File: src/rtl/ele_requant_pack_if.sv
// Bus bundle for ele_requant_pack: job control, element stream in, packed BRAM writes out.
interface ele_requant_pack_if #(
  parameter int INT32_WIDTH = 32,
  parameter int ADDR_WIDTH  = 13,
  parameter int CNT_WIDTH   = 18,
  parameter int WORD_WIDTH  = 64
);
  logic                   start_i;
  logic [ADDR_WIDTH-1:0]  base_addr_i;
  logic [CNT_WIDTH-1:0]   num_elems_i;
  logic [INT32_WIDTH-1:0] output_multiplier_i;
  logic [4:0]             output_shift_i;
  logic [INT32_WIDTH-1:0] output_zero_point_i;
  logic [INT32_WIDTH-1:0] data_i;
  logic                   valid_i;
  logic                   wr_en_o;
  logic [ADDR_WIDTH-1:0]  wr_addr_o;
  logic [WORD_WIDTH-1:0]  wr_data_o;
  logic                   busy_o;
  logic                   done_o;
  logic [CNT_WIDTH-1:0]   elem_cnt_o;

  modport master (
    output start_i, base_addr_i, num_elems_i, output_multiplier_i, output_shift_i,
           output_zero_point_i, data_i, valid_i,
    input  wr_en_o, wr_addr_o, wr_data_o, busy_o, done_o, elem_cnt_o
  );

  modport slave (
    input  start_i, base_addr_i, num_elems_i, output_multiplier_i, output_shift_i,
           output_zero_point_i, data_i, valid_i,
    output wr_en_o, wr_addr_o, wr_data_o, busy_o, done_o, elem_cnt_o
  );
endinterface

File: src/rtl/ele_requant_pack.sv
// Requantizes a stream of int32 results to int8 and packs 8 bytes per 64-bit BRAM word.
module ele_requant_pack #(
  parameter int INT32_WIDTH = 32,
  parameter int INT8_WIDTH  = 8,
  parameter int ADDR_WIDTH  = 13,
  parameter int PACK        = 8,
  parameter int CNT_WIDTH   = 18
) (
  input logic clk,
  input logic rst,
  ele_requant_pack_if.slave bus
);
  localparam int WORD_W = PACK * INT8_WIDTH;
  localparam int LANE_W = $clog2(PACK);

  typedef enum logic [1:0] {IDLE, RUN, FLUSH, DONE} state_t;
  state_t state, state_nx;

  logic [CNT_WIDTH-1:0]   num_q;
  logic [INT32_WIDTH-1:0] mult_q;
  logic [4:0]             shift_q;
  logic [INT32_WIDTH-1:0] zp_q;
  logic [CNT_WIDTH-1:0]   elem_cnt;
  logic [ADDR_WIDTH-1:0]  addr_q;

  logic                   v1, l1, v2, l2;
  logic signed [63:0]     prod_q;
  logic [INT8_WIDTH-1:0]  byte_q;

  logic [LANE_W-1:0]      lane_q;
  logic [WORD_W-1:0]      word_q;
  logic [WORD_W-1:0]      word_nx;
  logic                   wr_en_q;
  logic                   wr_last_q;
  logic [ADDR_WIDTH-1:0]  wr_addr_q;
  logic [WORD_W-1:0]      wr_data_q;

  logic start_go, accept, last_in;
  logic [5:0]             sh;
  logic signed [63:0]     rnd, rsh, q;
  logic [INT8_WIDTH-1:0]  sat;

  assign start_go = (state == IDLE) && bus.start_i;
  assign accept   = (state == RUN) && bus.valid_i && (elem_cnt < num_q);
  assign last_in  = (CNT_WIDTH'(elem_cnt + 1'b1) == num_q);

  always_ff @(posedge clk or posedge rst) begin
    if (rst) state <= IDLE;
    else     state <= state_nx;
  end

  always_comb begin
    state_nx = state;
    case (state)
      IDLE:    if (bus.start_i) state_nx = (bus.num_elems_i == '0) ? DONE : RUN;
      RUN:     if (accept && last_in) state_nx = FLUSH;
      FLUSH:   if (wr_en_q && wr_last_q) state_nx = DONE;
      DONE:    state_nx = IDLE;
      default: state_nx = IDLE;
    endcase
  end

  always_ff @(posedge clk or posedge rst) begin
    if (rst) begin
      num_q    <= '0;
      mult_q   <= '0;
      shift_q  <= '0;
      zp_q     <= '0;
      elem_cnt <= '0;
    end else if (start_go) begin
      num_q    <= bus.num_elems_i;
      mult_q   <= bus.output_multiplier_i;
      shift_q  <= bus.output_shift_i;
      zp_q     <= bus.output_zero_point_i;
      elem_cnt <= '0;
    end else if (accept) begin
      elem_cnt <= elem_cnt + 1'b1;
    end
  end

  // Rounding right shift by 31+shift, zero-point add, then saturate to int8.
  always_comb begin
    sh  = 6'd31 + {1'b0, shift_q};
    rnd = 64'sd1 <<< (sh - 6'd1);
    rsh = (prod_q + rnd) >>> sh;
    q   = rsh + {{(64-INT32_WIDTH){zp_q[INT32_WIDTH-1]}}, zp_q};
    sat = q[INT8_WIDTH-1:0];
    if (q > 64'sd127)       sat = 8'h7F;
    else if (q < -64'sd128) sat = 8'h80;
  end

  always_ff @(posedge clk or posedge rst) begin
    if (rst) begin
      v1     <= 1'b0;
      l1     <= 1'b0;
      prod_q <= '0;
      v2     <= 1'b0;
      l2     <= 1'b0;
      byte_q <= '0;
    end else begin
      v1     <= accept;
      l1     <= accept && last_in;
      prod_q <= $signed(bus.data_i) * $signed(mult_q);
      v2     <= v1;
      l2     <= l1;
      byte_q <= sat;
    end
  end

  always_comb begin
    word_nx = word_q;
    word_nx[{lane_q, 3'b000} +: INT8_WIDTH] = byte_q;
  end

  // Completed word is registered straight onto the write port, so it appears one cycle after its last byte.
  always_ff @(posedge clk or posedge rst) begin
    if (rst) begin
      addr_q    <= '0;
      lane_q    <= '0;
      word_q    <= '0;
      wr_en_q   <= 1'b0;
      wr_last_q <= 1'b0;
      wr_addr_q <= '0;
      wr_data_q <= '0;
    end else begin
      wr_en_q <= 1'b0;
      if (start_go) begin
        addr_q <= bus.base_addr_i;
        lane_q <= '0;
        word_q <= '0;
      end else if (v2) begin
        if (lane_q == LANE_W'(PACK - 1) || l2) begin
          wr_en_q   <= 1'b1;
          wr_last_q <= l2;
          wr_addr_q <= addr_q;
          wr_data_q <= word_nx;
          addr_q    <= addr_q + 1'b1;
          lane_q    <= '0;
          word_q    <= '0;
        end else begin
          word_q <= word_nx;
          lane_q <= lane_q + 1'b1;
        end
      end
    end
  end

  assign bus.wr_en_o    = wr_en_q;
  assign bus.wr_addr_o  = wr_addr_q;
  assign bus.wr_data_o  = wr_data_q;
  assign bus.busy_o     = (state == RUN) || (state == FLUSH);
  assign bus.done_o     = (state == DONE);
  assign bus.elem_cnt_o = elem_cnt;
endmodule
File: src/flat_wrapper.sv
// flat-port wrapper written by rule: the top's interface ports become plain ports
module ele_requant_pack_flat 
#(
  parameter int INT32_WIDTH = 32,
  parameter int INT8_WIDTH  = 8,
  parameter int ADDR_WIDTH  = 13,
  parameter int PACK        = 8,
  parameter int CNT_WIDTH   = 18
)
  (clk, rst, bus_start_i, bus_base_addr_i, bus_num_elems_i, bus_output_multiplier_i, bus_output_shift_i, bus_output_zero_point_i, bus_data_i, bus_valid_i, bus_wr_en_o, bus_wr_addr_o, bus_wr_data_o, bus_busy_o, bus_done_o, bus_elem_cnt_o);
  ele_requant_pack_if #(.INT32_WIDTH(INT32_WIDTH), .ADDR_WIDTH(ADDR_WIDTH), .CNT_WIDTH(CNT_WIDTH)) bus_i ();
  input logic clk;
  input logic rst;
  input wire logic [$bits(bus_i.start_i)-1:0] bus_start_i;
  input wire logic [$bits(bus_i.base_addr_i)-1:0] bus_base_addr_i;
  input wire logic [$bits(bus_i.num_elems_i)-1:0] bus_num_elems_i;
  input wire logic [$bits(bus_i.output_multiplier_i)-1:0] bus_output_multiplier_i;
  input wire logic [$bits(bus_i.output_shift_i)-1:0] bus_output_shift_i;
  input wire logic [$bits(bus_i.output_zero_point_i)-1:0] bus_output_zero_point_i;
  input wire logic [$bits(bus_i.data_i)-1:0] bus_data_i;
  input wire logic [$bits(bus_i.valid_i)-1:0] bus_valid_i;
  output wire logic [$bits(bus_i.wr_en_o)-1:0] bus_wr_en_o;
  output wire logic [$bits(bus_i.wr_addr_o)-1:0] bus_wr_addr_o;
  output wire logic [$bits(bus_i.wr_data_o)-1:0] bus_wr_data_o;
  output wire logic [$bits(bus_i.busy_o)-1:0] bus_busy_o;
  output wire logic [$bits(bus_i.done_o)-1:0] bus_done_o;
  output wire logic [$bits(bus_i.elem_cnt_o)-1:0] bus_elem_cnt_o;
  assign bus_i.start_i = bus_start_i;
  assign bus_i.base_addr_i = bus_base_addr_i;
  assign bus_i.num_elems_i = bus_num_elems_i;
  assign bus_i.output_multiplier_i = bus_output_multiplier_i;
  assign bus_i.output_shift_i = bus_output_shift_i;
  assign bus_i.output_zero_point_i = bus_output_zero_point_i;
  assign bus_i.data_i = bus_data_i;
  assign bus_i.valid_i = bus_valid_i;
  assign bus_wr_en_o = bus_i.wr_en_o;
  assign bus_wr_addr_o = bus_i.wr_addr_o;
  assign bus_wr_data_o = bus_i.wr_data_o;
  assign bus_busy_o = bus_i.busy_o;
  assign bus_done_o = bus_i.done_o;
  assign bus_elem_cnt_o = bus_i.elem_cnt_o;
  ele_requant_pack #(.INT32_WIDTH(INT32_WIDTH), .INT8_WIDTH(INT8_WIDTH), .ADDR_WIDTH(ADDR_WIDTH), .PACK(PACK), .CNT_WIDTH(CNT_WIDTH)) u_core (.clk(clk), .rst(rst), .bus(bus_i));
endmodule
File: config.mk
export PLATFORM = sky130hd
export DESIGN_NAME = ele_requant_pack_flat
export DESIGN_NICKNAME = d
export VERILOG_FILES = /design/src/rtl/ele_requant_pack_if.sv /design/src/rtl/ele_requant_pack.sv /design/src/flat_wrapper.sv
export SDC_FILE = /design/constraint.sdc
export NUM_CORES = 2
export LEC_CHECK = 0
export ABC_AREA = 1
export CAP_MARGIN = 10
export CORE_MARGIN = 4
export CORE_UTILIZATION = 40
export CTS_BUF_LIST = sky130_fd_sc_hd__clkbuf_8
export DETAILED_ROUTE_END_ITERATION = 7
export RECOVER_POWER = 50
export SKIP_CTS_REPAIR_TIMING = 1
export SLEW_MARGIN = 20
export SYNTH_ARGS = -nofsm -noshare
export SYNTH_HDL_FRONTEND = slang
export SYNTH_SLANG_ARGS = --single-unit
File: constraint.sdc
create_clock -name clk -period 38 [get_ports clk]
set_clock_uncertainty 0.2 [all_clocks]
set_input_delay 7.6 -clock clk [delete_from_list [all_inputs] [get_ports clk]]
set_output_delay 7.6 -clock clk [all_outputs]
set_load 0.005 [all_outputs]
==> reports/metrics.yaml <==
crit_path_end: "u_core.shift_q[0]$_DFFE_PP0P_"
cts_made_buffers: 68
grt_use_met3_pct: 4.78
grt_max_degree: 158
cts_tree: "built"
synth.distinct_cells: 57
drive_gt1_share_pct: 3.01
post_drt_wl_per_cell_um: 20.2
netlist.area_leader.share_pct: 32.7
drt_iter0_drc: 5719
setup_tns_ps: 0
critical-path-max-stage-delay_ps: 6220
violations: "capacitance limit, slew limit"
grt-busiest-layer: "met2"
worstMarginPinSlew_ps: 8700
final_hold_viol_count: 0
path_clk_slew_ps: 60
synth_area_leader_cell: "fa_1"
grt_use_met1_pct: 36.6
multiInputGateArea_mm2: 0.0488
num_io_pins: 234
syn-instance-count: 9258
first_global_vias: 63000
die-area_mm2: 0.172
instances_no_fill: 11500
syn2layout_area_growth_pct: 8.85
worstPathCellList: "dlygate4sd3_1 -> clkinvlp_2 -> clkbuf_1"
hold_class: "flip-flop to flip-flop"
clock_path_buffers: 3
reg2regPathDepth: 50
ys_async_sr_fraction_pct: 100
first_pass_iters: 6
synth_area_mm2: 0.0663
std_cell_rows: 149
grtUsageMet2_pct: 44.4
drt_drc_violations_left: 0
via_per_inst: 5.22
cp-end-kind: "async pin"
synth.avg_cell_area_um2: 7.16
fin_nets: 10900
grt_pass1_wl_um: 366000
synth-edff-count: 0
period_minus_slack_ps: 19350
antenna_found_initial: 8
crit_type: "input pin to async pin"
r2r_slack_ps: 26580
final_antenna_net_count: 0
clk_latency_ps: 790
register_area_mm2: 0.00857
yosysMostFrequentCell: "nand2_1"
startpoint_type: "input pin"
ys_warn_count: 0
finalCritPeriodShare_pct: 50.9
fillers: 17100
gp_congestion: 0.963
clock.fmax_mhz: 51.7
arrival_ps: 17140
rsz0062_at_grt: "false"
worstPathRequired_ps: 35790
dp_cells: 11400
relSlewSlack_pct: -480
routed_wl_um: 233000
slew_violations: 476
crit_path_start: "rst"
ys_seq_area_share_pct: 12.9
root_buffer: "clkbuf_8"
status: "finished with violations"
dieWidth_um: 415
die_height_um: 415
drv_cap: 7
overflow: 0
r2r-end: "u_core.byte_q[0]$_DFF_PP0_"
cts.sinks: 342
postSynthRegisterBits: 342
via_count: 60200
slowest_stage: "clkbuf_1"
dpl.hpwl_um: 186000
ys_top_cells_by_count: "2694 x nand2_1, 2008 x inv_1, 1084 x fa_1, 774 x nand3_1, 438 x nor2_1"
critPathMaxFanout: 157
r2r-start: "u_core.shift_q[0]$_DFFE_PP0P_"
netlist_top_cells_area: "fa_1 33%, nand2_1 15%, dfrtp_1 13%"
setup_viol: 0
grt.total_usage_pct: 27.2
initial_core_util_pct: 40.2
io_buffers: 233
synthFlopType: "dfrtp_1"
cts.htree.levels: 3
core-area_mm2: 0.165
sequential cells by signal, indices dropped and copies added (netlist names), 18 cells and up:
signal                 cells
u_core.bus.wr_data_o      64
u_core.bus.elem_cnt_o     18
u_core.mult_q             32
u_core.prod_q             64
u_core.num_q              18
u_core.word_q             64
u_core.zp_q               32
metal layers:
layer,share of wire [%],vias to the layer above
li1,-,27900
met1,43,29600
met2,46,2227
met3,7.6,464
met4,3.6,2
met5,0.0056,-
layout by cell type (no fill, tap or decap), drive strengths merged, types with 17 or more instances in the layout:
cell type and instances:
a21oi 296, buf 90, clkbuf 89, clkdlybuf4s50 185, conb 17, dfrtp 342, dlygate4sd3 48, fa 1084
ha 348, inv 2035, nand2 2712, nand3 776, nand4 62, nor2 440, nor3 52, o21ai 389
o21bai 30, o22ai 18, or2 41, xnor2 43, xor2 108
cell type report:
class	count	area share (%)
multi-input combinational	6534	67.6
sequential	342	11.9
inverter	2018	10.5
timing repair buffer	328	4.19
tap	2189	3.79
clock buffer	84	1.60
clock inverter	34	0.397
antenna	4	0.0139
worst max-delay path: cells and delay by family:
family	cells	cell delay, ps
buffers and inverters	3	9270
per-stage QoR:
step | hold WS, ps | setup slack [ps] | instance area, um^2 | util (%)
floorplan | 131 | 20720 | 66400 | -
global placement | 141 | 21960 | 70800 | 42.9
detailed placement | 139 | 21850 | 70800 | 42.9
CTS | 152 | 22710 | 72200 | 43.8
global route | 165 | 16280 | 72200 | 43.8
finish | 154 | 18650 | 72200 | 43.8
logic make-up after synthesis:
logic type	count (synthesis)	share of synthesized area, %
compound gates	811	6.56
flops	342	12.9
simple gates	4120	25.6
other cells	2	0.0113
mux	3	0.0453
fa+ha+maj	1432	39.3
xor+xnor	151	1.99
buf+inv	2397	13.6
how the worst min path moves through the flow:
stage	start	end	slack, ps	depth (start not counted)
2_1_floorplan	u_core.l1$_DFF_PP0_	u_core.l2$_DFF_PP0_	130	0
3_3_place_gp	u_core.l1$_DFF_PP0_	u_core.l2$_DFF_PP0_	140	0
3_5_place_dp	u_core.v1$_DFF_PP0_	u_core.v2$_DFF_PP0_	140	0
4_1_cts	u_core.l1$_DFF_PP0_	u_core.l2$_DFF_PP0_	150	0
5_1_grt	u_core.l1$_DFF_PP0_	u_core.l2$_DFF_PP0_	160	0
6_report	u_core.l1$_DFF_PP0_	u_core.l2$_DFF_PP0_	150	0
Power is not shown: default switching activity piles up to over one toggle a cycle in this logic, so the estimate is an artifact.
